--- config.mk ---
export PLATFORM = sky130hd
export DESIGN_NAME = alu_result_stage
export DESIGN_NICKNAME = d
export VERILOG_FILES = /design/src/rtl/alu_pkg.sv /design/src/rtl/alu_result_fifo.sv /design/src/rtl/alu_result_stage.sv
export SDC_FILE = /design/constraint.sdc
export NUM_CORES = 1
export LEC_CHECK = 0
export BUFFER_PORTS_ARGS = -buffer_cell sky130_fd_sc_hd__buf_2
export CORE_MARGIN = 3
export CORE_UTILIZATION = 58
export CTS_CLUSTER_SIZE = 20
export DETAILED_ROUTE_END_ITERATION = 7
export PLACE_DENSITY = 0.86
export SYNTH_ARGS = -nofsm -noshare
export SYNTH_HDL_FRONTEND = slang
export SYNTH_SLANG_ARGS = --single-unit
--- constraint.sdc ---
create_clock -name clk -period 4.3 [get_ports clk]
set_input_delay 0.215 -clock clk [delete_from_list [all_inputs] [get_ports clk]]
set_output_delay 0.215 -clock clk [all_outputs]
set_load 0.03 [all_outputs]
--- src/rtl/alu_pkg.sv ---
// Shared types for the ALU result stage: opcodes, widths and the buffered entry payload.
// ALU_PARITY_EN adds a stored parity bit to each entry.
package alu_pkg;

    localparam int unsigned RESULT_W = 8;
    localparam int unsigned NIBBLE_W = 4;
    localparam int unsigned OP_W     = 3;

    typedef enum logic [OP_W-1:0] {
        OP_AND  = 3'd0,
        OP_NAND = 3'd1,
        OP_INV  = 3'd2,
        OP_OR   = 3'd3,
        OP_XOR  = 3'd4
    } alu_op_e;

    typedef struct packed {
        logic [RESULT_W-1:0] result;
        alu_op_e             op;
        logic                zero;
        logic                hi_err;
`ifdef ALU_PARITY_EN
        logic                parity;
`endif
    } alu_entry_t;

    // Flags are computed once at capture so the consumer sees them with no extra logic.
    function automatic alu_entry_t make_entry(input logic [RESULT_W-1:0] result,
                                              input alu_op_e op);
        alu_entry_t e;
        e.result = result;
        e.op     = op;
        e.zero   = (result[NIBBLE_W-1:0] == NIBBLE_W'(0));
        e.hi_err = |result[RESULT_W-1:NIBBLE_W];
`ifdef ALU_PARITY_EN
        e.parity = ^result;
`endif
        return e;
    endfunction

endpackage

--- src/rtl/alu_result_fifo.sv ---
// DEPTH-entry valid/ready FIFO of alu_entry_t; ready/valid derived from registered pointers only.
module alu_result_fifo
    import alu_pkg::*;
#(
    parameter int unsigned DEPTH = 2
) (
    input  logic       clk,
    input  logic       rst_n,
    input  logic       push_valid,
    output logic       push_ready,
    input  alu_entry_t push_data,
    output logic       pop_valid,
    input  logic       pop_ready,
    output alu_entry_t pop_data
);

    localparam int unsigned AW = $clog2(DEPTH);
    localparam int unsigned PW = AW + 1;

    logic [PW-1:0] wr_ptr_q, wr_ptr_d;
    logic [PW-1:0] rd_ptr_q, rd_ptr_d;
    alu_entry_t    mem_q [DEPTH];
    alu_entry_t    mem_d [DEPTH];

    logic full_c, empty_c, push_c, pop_c;

    // Extra pointer MSB distinguishes full from empty when the index bits match.
    assign full_c  = (wr_ptr_q[AW] != rd_ptr_q[AW]) && (wr_ptr_q[AW-1:0] == rd_ptr_q[AW-1:0]);
    assign empty_c = (wr_ptr_q == rd_ptr_q);
    assign push_c  = push_valid && !full_c;
    assign pop_c   = pop_ready && !empty_c;

    assign push_ready = !full_c;
    assign pop_valid  = !empty_c;
    assign pop_data   = empty_c ? '0 : mem_q[rd_ptr_q[AW-1:0]];

    always_comb begin
        mem_d    = mem_q;
        wr_ptr_d = wr_ptr_q;
        rd_ptr_d = rd_ptr_q;
        if (push_c) begin
            mem_d[wr_ptr_q[AW-1:0]] = push_data;
            wr_ptr_d = wr_ptr_q + PW'(1);
        end
        if (pop_c) begin
            rd_ptr_d = rd_ptr_q + PW'(1);
        end
    end

    always_ff @(posedge clk or negedge rst_n) begin
        if (!rst_n) begin
            wr_ptr_q <= '0;
            rd_ptr_q <= '0;
            for (int i = 0; i < int'(DEPTH); i++) begin
                mem_q[i] <= '0;
            end
        end else begin
            wr_ptr_q <= wr_ptr_d;
            rd_ptr_q <= rd_ptr_d;
            mem_q    <= mem_d;
        end
    end

endmodule

--- src/rtl/alu_result_stage.sv ---
// Buffered, flag-annotating output stage for the 4-bit ALU logic units with an accepted-result counter.
// Build option ALU_PARITY_EN adds the out_parity port and per-entry parity storage.
module alu_result_stage
    import alu_pkg::*;
#(
    parameter int unsigned DATA_W = RESULT_W,
    parameter int unsigned DEPTH  = 2,
    parameter int unsigned CNT_W  = 8
) (
    input  logic              clk,
    input  logic              rst_n,
    input  logic              in_valid,
    output logic              in_ready,
    input  logic [DATA_W-1:0] in_result,
    input  alu_op_e           in_op,
    output logic              out_valid,
    input  logic              out_ready,
    output logic [DATA_W-1:0] out_result,
    output alu_op_e           out_op,
    output logic              out_zero,
    output logic              out_hi_err,
`ifdef ALU_PARITY_EN
    output logic              out_parity,
`endif
    output logic [CNT_W-1:0]  acc_cnt
);

    alu_entry_t       in_entry_c;
    alu_entry_t       head_c;
    logic             push_c;
    logic [CNT_W-1:0] acc_cnt_q, acc_cnt_d;

    assign in_entry_c = make_entry(RESULT_W'(in_result), in_op);
    assign push_c     = in_valid && in_ready;

    alu_result_fifo #(
        .DEPTH (DEPTH)
    ) u_fifo (
        .clk        (clk),
        .rst_n      (rst_n),
        .push_valid (in_valid),
        .push_ready (in_ready),
        .push_data  (in_entry_c),
        .pop_valid  (out_valid),
        .pop_ready  (out_ready),
        .pop_data   (head_c)
    );

    // Head entry is zeroed by the FIFO when empty, so outputs read 0 with no extra gating.
    assign out_result = DATA_W'(head_c.result);
    assign out_op     = head_c.op;
    assign out_zero   = head_c.zero;
    assign out_hi_err = head_c.hi_err;
`ifdef ALU_PARITY_EN
    assign out_parity = head_c.parity;
`endif
    assign acc_cnt    = acc_cnt_q;

    always_comb begin
        acc_cnt_d = acc_cnt_q;
        if (push_c) begin
            acc_cnt_d = acc_cnt_q + CNT_W'(1);
        end
    end

    always_ff @(posedge clk or negedge rst_n) begin
        if (!rst_n) begin
            acc_cnt_q <= '0;
        end else begin
            acc_cnt_q <= acc_cnt_d;
        end
    end

endmodule
==> summary.txt <==
GRT
  – Vias in the first global route: 1,231
  – Largest net degree at the start of global routing: 39
  – Initial antenna violation count: 0
  – First-pass GRT wire length: ~5.7 mm
  – Gr ovfl total: 0
  – Total track usage: 0.188

Run
  – Max cap viols: 0

Clock tree
  – Root Buffer: clkbuf_4
  – Htree depth: 2
  – CTS tree: yes
  – Clk slew on worst S/H paths: ~0.11 ns
  – Postcts setup bufs: 0
  – Clk buf depth: 2
  – CTS buffer count: 5
  – Later-pin clock latency in the skew report: 0.35 ns
  – Clk sinks: 38
  – Post-CTS Resized: 0

Worst setup path
  – CP Capture Type: output port
  – Critical path origin: u_fifo.rd_ptr_q[0]
  – CP max FO: 19
  – Crit start category: register
  – RR Startpoint: u_fifo.rd_ptr_q[0]
  – Critical Path RT: 4.09 ns
  – FF-to-FF setup slack: 2.01 ns
  – Kind of critical path: reg2out
  – Critical Path AT: 2.68 ns

Layout
  – Layout Nets: 191
  – Area grow syn2layout: 15.0%
  – Finished Layout Cells: 218
  – Layout filler cell count: 210
  – Share of cells above drive strength 1: 0.432
  – Diodes inserted: 0
  – Final instance area: 2100 um2

Detailed routing
  – Residual DRC count: 0
  – Vias: roughly 1,200
  – Pre-antenna DRT Iters: 4
  – WL final: 3.27 mm
  – Vias per cell: 5.34
  – Routed wire per std cell: 15.0 um
  – Post-route antenna net violation count: 0
  – DRT iter0 DRCs: 64

STA
  – Tcrit/Tclk final: 0.674
  – Worst rel slew slack: 0.303
  – TNS Setup: 0 ns
  – Max Transition Viols Final: 0
  – Fmax achieved: around 0.35 GHz
  – Final hold vios: 0
  – Worst clock skew: about 0.007 ns
  – Final min period: between 2 and 3 ns
  – RSZ-0062 raised after global routing: no
  – Hold slack: around 0.10 ns
  – Worst-Margin Slew: 1.05 ns
  – Endpoints failing setup: 0

Die
  – Die height: just over 60 um
  – Die X-Extent: 62.2 um
  – Core ar.: 2880 um2
  – Starting Density: 0.636
  – Top-level port count: 38
  – Area of the die: just under 4000 um2
  – Number of cell rows: 19

Placement
  – Inst Count DP: 209
  – PortBufs: 37
  – Gpl congestion: approximately 0.73
  – Placed Area: ~2000 um2
  – DP HPWL: 2.31 mm

Yosys
  – Leading area contributor after synthesis: dfrtp_1
  – Ys flop type: dfrtp_1
  – Sequential fraction of the synthesis area: 0.519
  – Synth Area in Compound Gates: 0.0602
  – Syn Nets: 152
  – Mux share of post-synthesis cell area: 0.256
  – Post-synth EDFFs: 0
  – Synth Warn #: 0
  – Area share of the largest cell type after synthesis: 0.519
  – Post-synthesis simple-gate area fraction: 0.0547
  – Post-synthesis register bit count: 38
  – Synthesized cell area: 1830 um2
  – Ys async rst share: 1.00
  – Xor/xnor share of the synthesized area: 0.0711
  – Syn_area_per_cell: 13.5 um2
  – Synth area leaders: dfrtp_1 52%, mux2_2 10%, mux2_4 7.4%
  – Netlist cell types: 26
  – Synth Area in Adders: 0.00684
  – Main combinational cell family by area after synthesis: multiplexers
  – Post-Syn Instances: approximately 140

Worst hold path
  – Hold_sp: in_op[2]
  – Worst min path class: in2reg

Status
  – Outcome: completed
## metrics by stage
step	setup slack, ns	util
4_1_cts	1.35	0.732
3_5_place_dp	1.77	0.701
6_report	1.40	0.732
3_3_place_gp	1.87	0.701
2_1_floorplan	2.57	-
5_1_grt	1.08	0.732
## critical path: stages, from the launching register on
cell and delay, ns:
dfrtp_1 1.01, xor2_1 0.23, nor2_1 0.74, nor2_1 0.14
buf_2 0.22
## repair_timing
item	CTS	global route
endpoints found under the hold margin	38	0
setup endpoints to repair	0	0
hold buffers	1	0
## layout by cell type (no fill, tap or decap), drive strengths merged, types with 3 or more instances in the layout
| cell type | Yosys | layout |
|---|---|---|
| xnor2 | 5 | 5 |
| mux2 | 27 | 27 |
| nor2 | 14 | 14 |
| xor2 | 9 | 9 |
| a21oi | 3 | 3 |
| nand4 | 3 | 3 |
| mux2i | 13 | 13 |
| dfrtp | 38 | 38 |
| o211ai | 3 | 3 |
| buf | 6 | 37 |
| clkbuf | 0 | 5 |
| nand2 | 4 | 4 |
## flip-flops by register name, indices dropped and copies added (netlist names)
signal	cells
u_fifo.mem_q	26
u_fifo.rd_ptr_q	2
acc_cnt	8
u_fifo.wr_ptr_q	2
## path summary, 6_finish.rpt
kind / endpoint / depth (start not counted)
worst max register to register: u_fifo.mem_q[3] / 2
worst min register to register: acc_cnt[7] / 1
worst max-delay path: out_hi_err / 4
min in group asynchronous: acc_cnt[7] / 2
max in group asynchronous: u_fifo.wr_ptr_q[1] / 2
worst min-delay path: u_fifo.mem_q[17] / 2
## kinds of logic (layout without fill, tap and decap cells)
kind of cell,after synthesis,count (layout)
xor+xnor,14,14
flops,38,38
simple gates,23,23
mux,40,40
buf+inv,8,48
fa+ha+maj,1,1
compound gates,12,12
## Yosys cell counts, types with 2 or more instances
| cell type | instances |
|---|---|
| o21ai_0 | 2 |
| nor2_1 | 14 |
| o211ai_1 | 2 |
| a211oi_1 | 2 |
| nand2_1 | 4 |
| inv_1 | 2 |
| a21oi_1 | 2 |
| xor2_1 | 9 |
| buf_2 | 2 |
| dfrtp_1 | 38 |
| mux2_2 | 17 |
| mux2i_1 | 13 |
| buf_6 | 3 |
| xnor2_1 | 4 |
| nand4_1 | 3 |
| mux2_4 | 9 |
## cell type report
cell class	count	area, um2	share of cell area
well taps	42	52.6	0.0250
multi-input cells	90	821	0.390
clock inverters	3	40.0	0.0190
repair buffers	38	195	0.0927
clock buffers	5	37.5	0.0178
flip-flops and latches	38	951	0.452
inverters	2	7.51	0.00357
## layer usage
metal	track usage	share of wire
met5	0	0
met4	0.0912	0.019
met3	0.0432	0.048
met2	0.315	0.49
met1	0.229	0.44
Power is left out: the tool's default activity adds up to more than one toggle a clock period on the data nets, which glitch-free logic cannot reach.
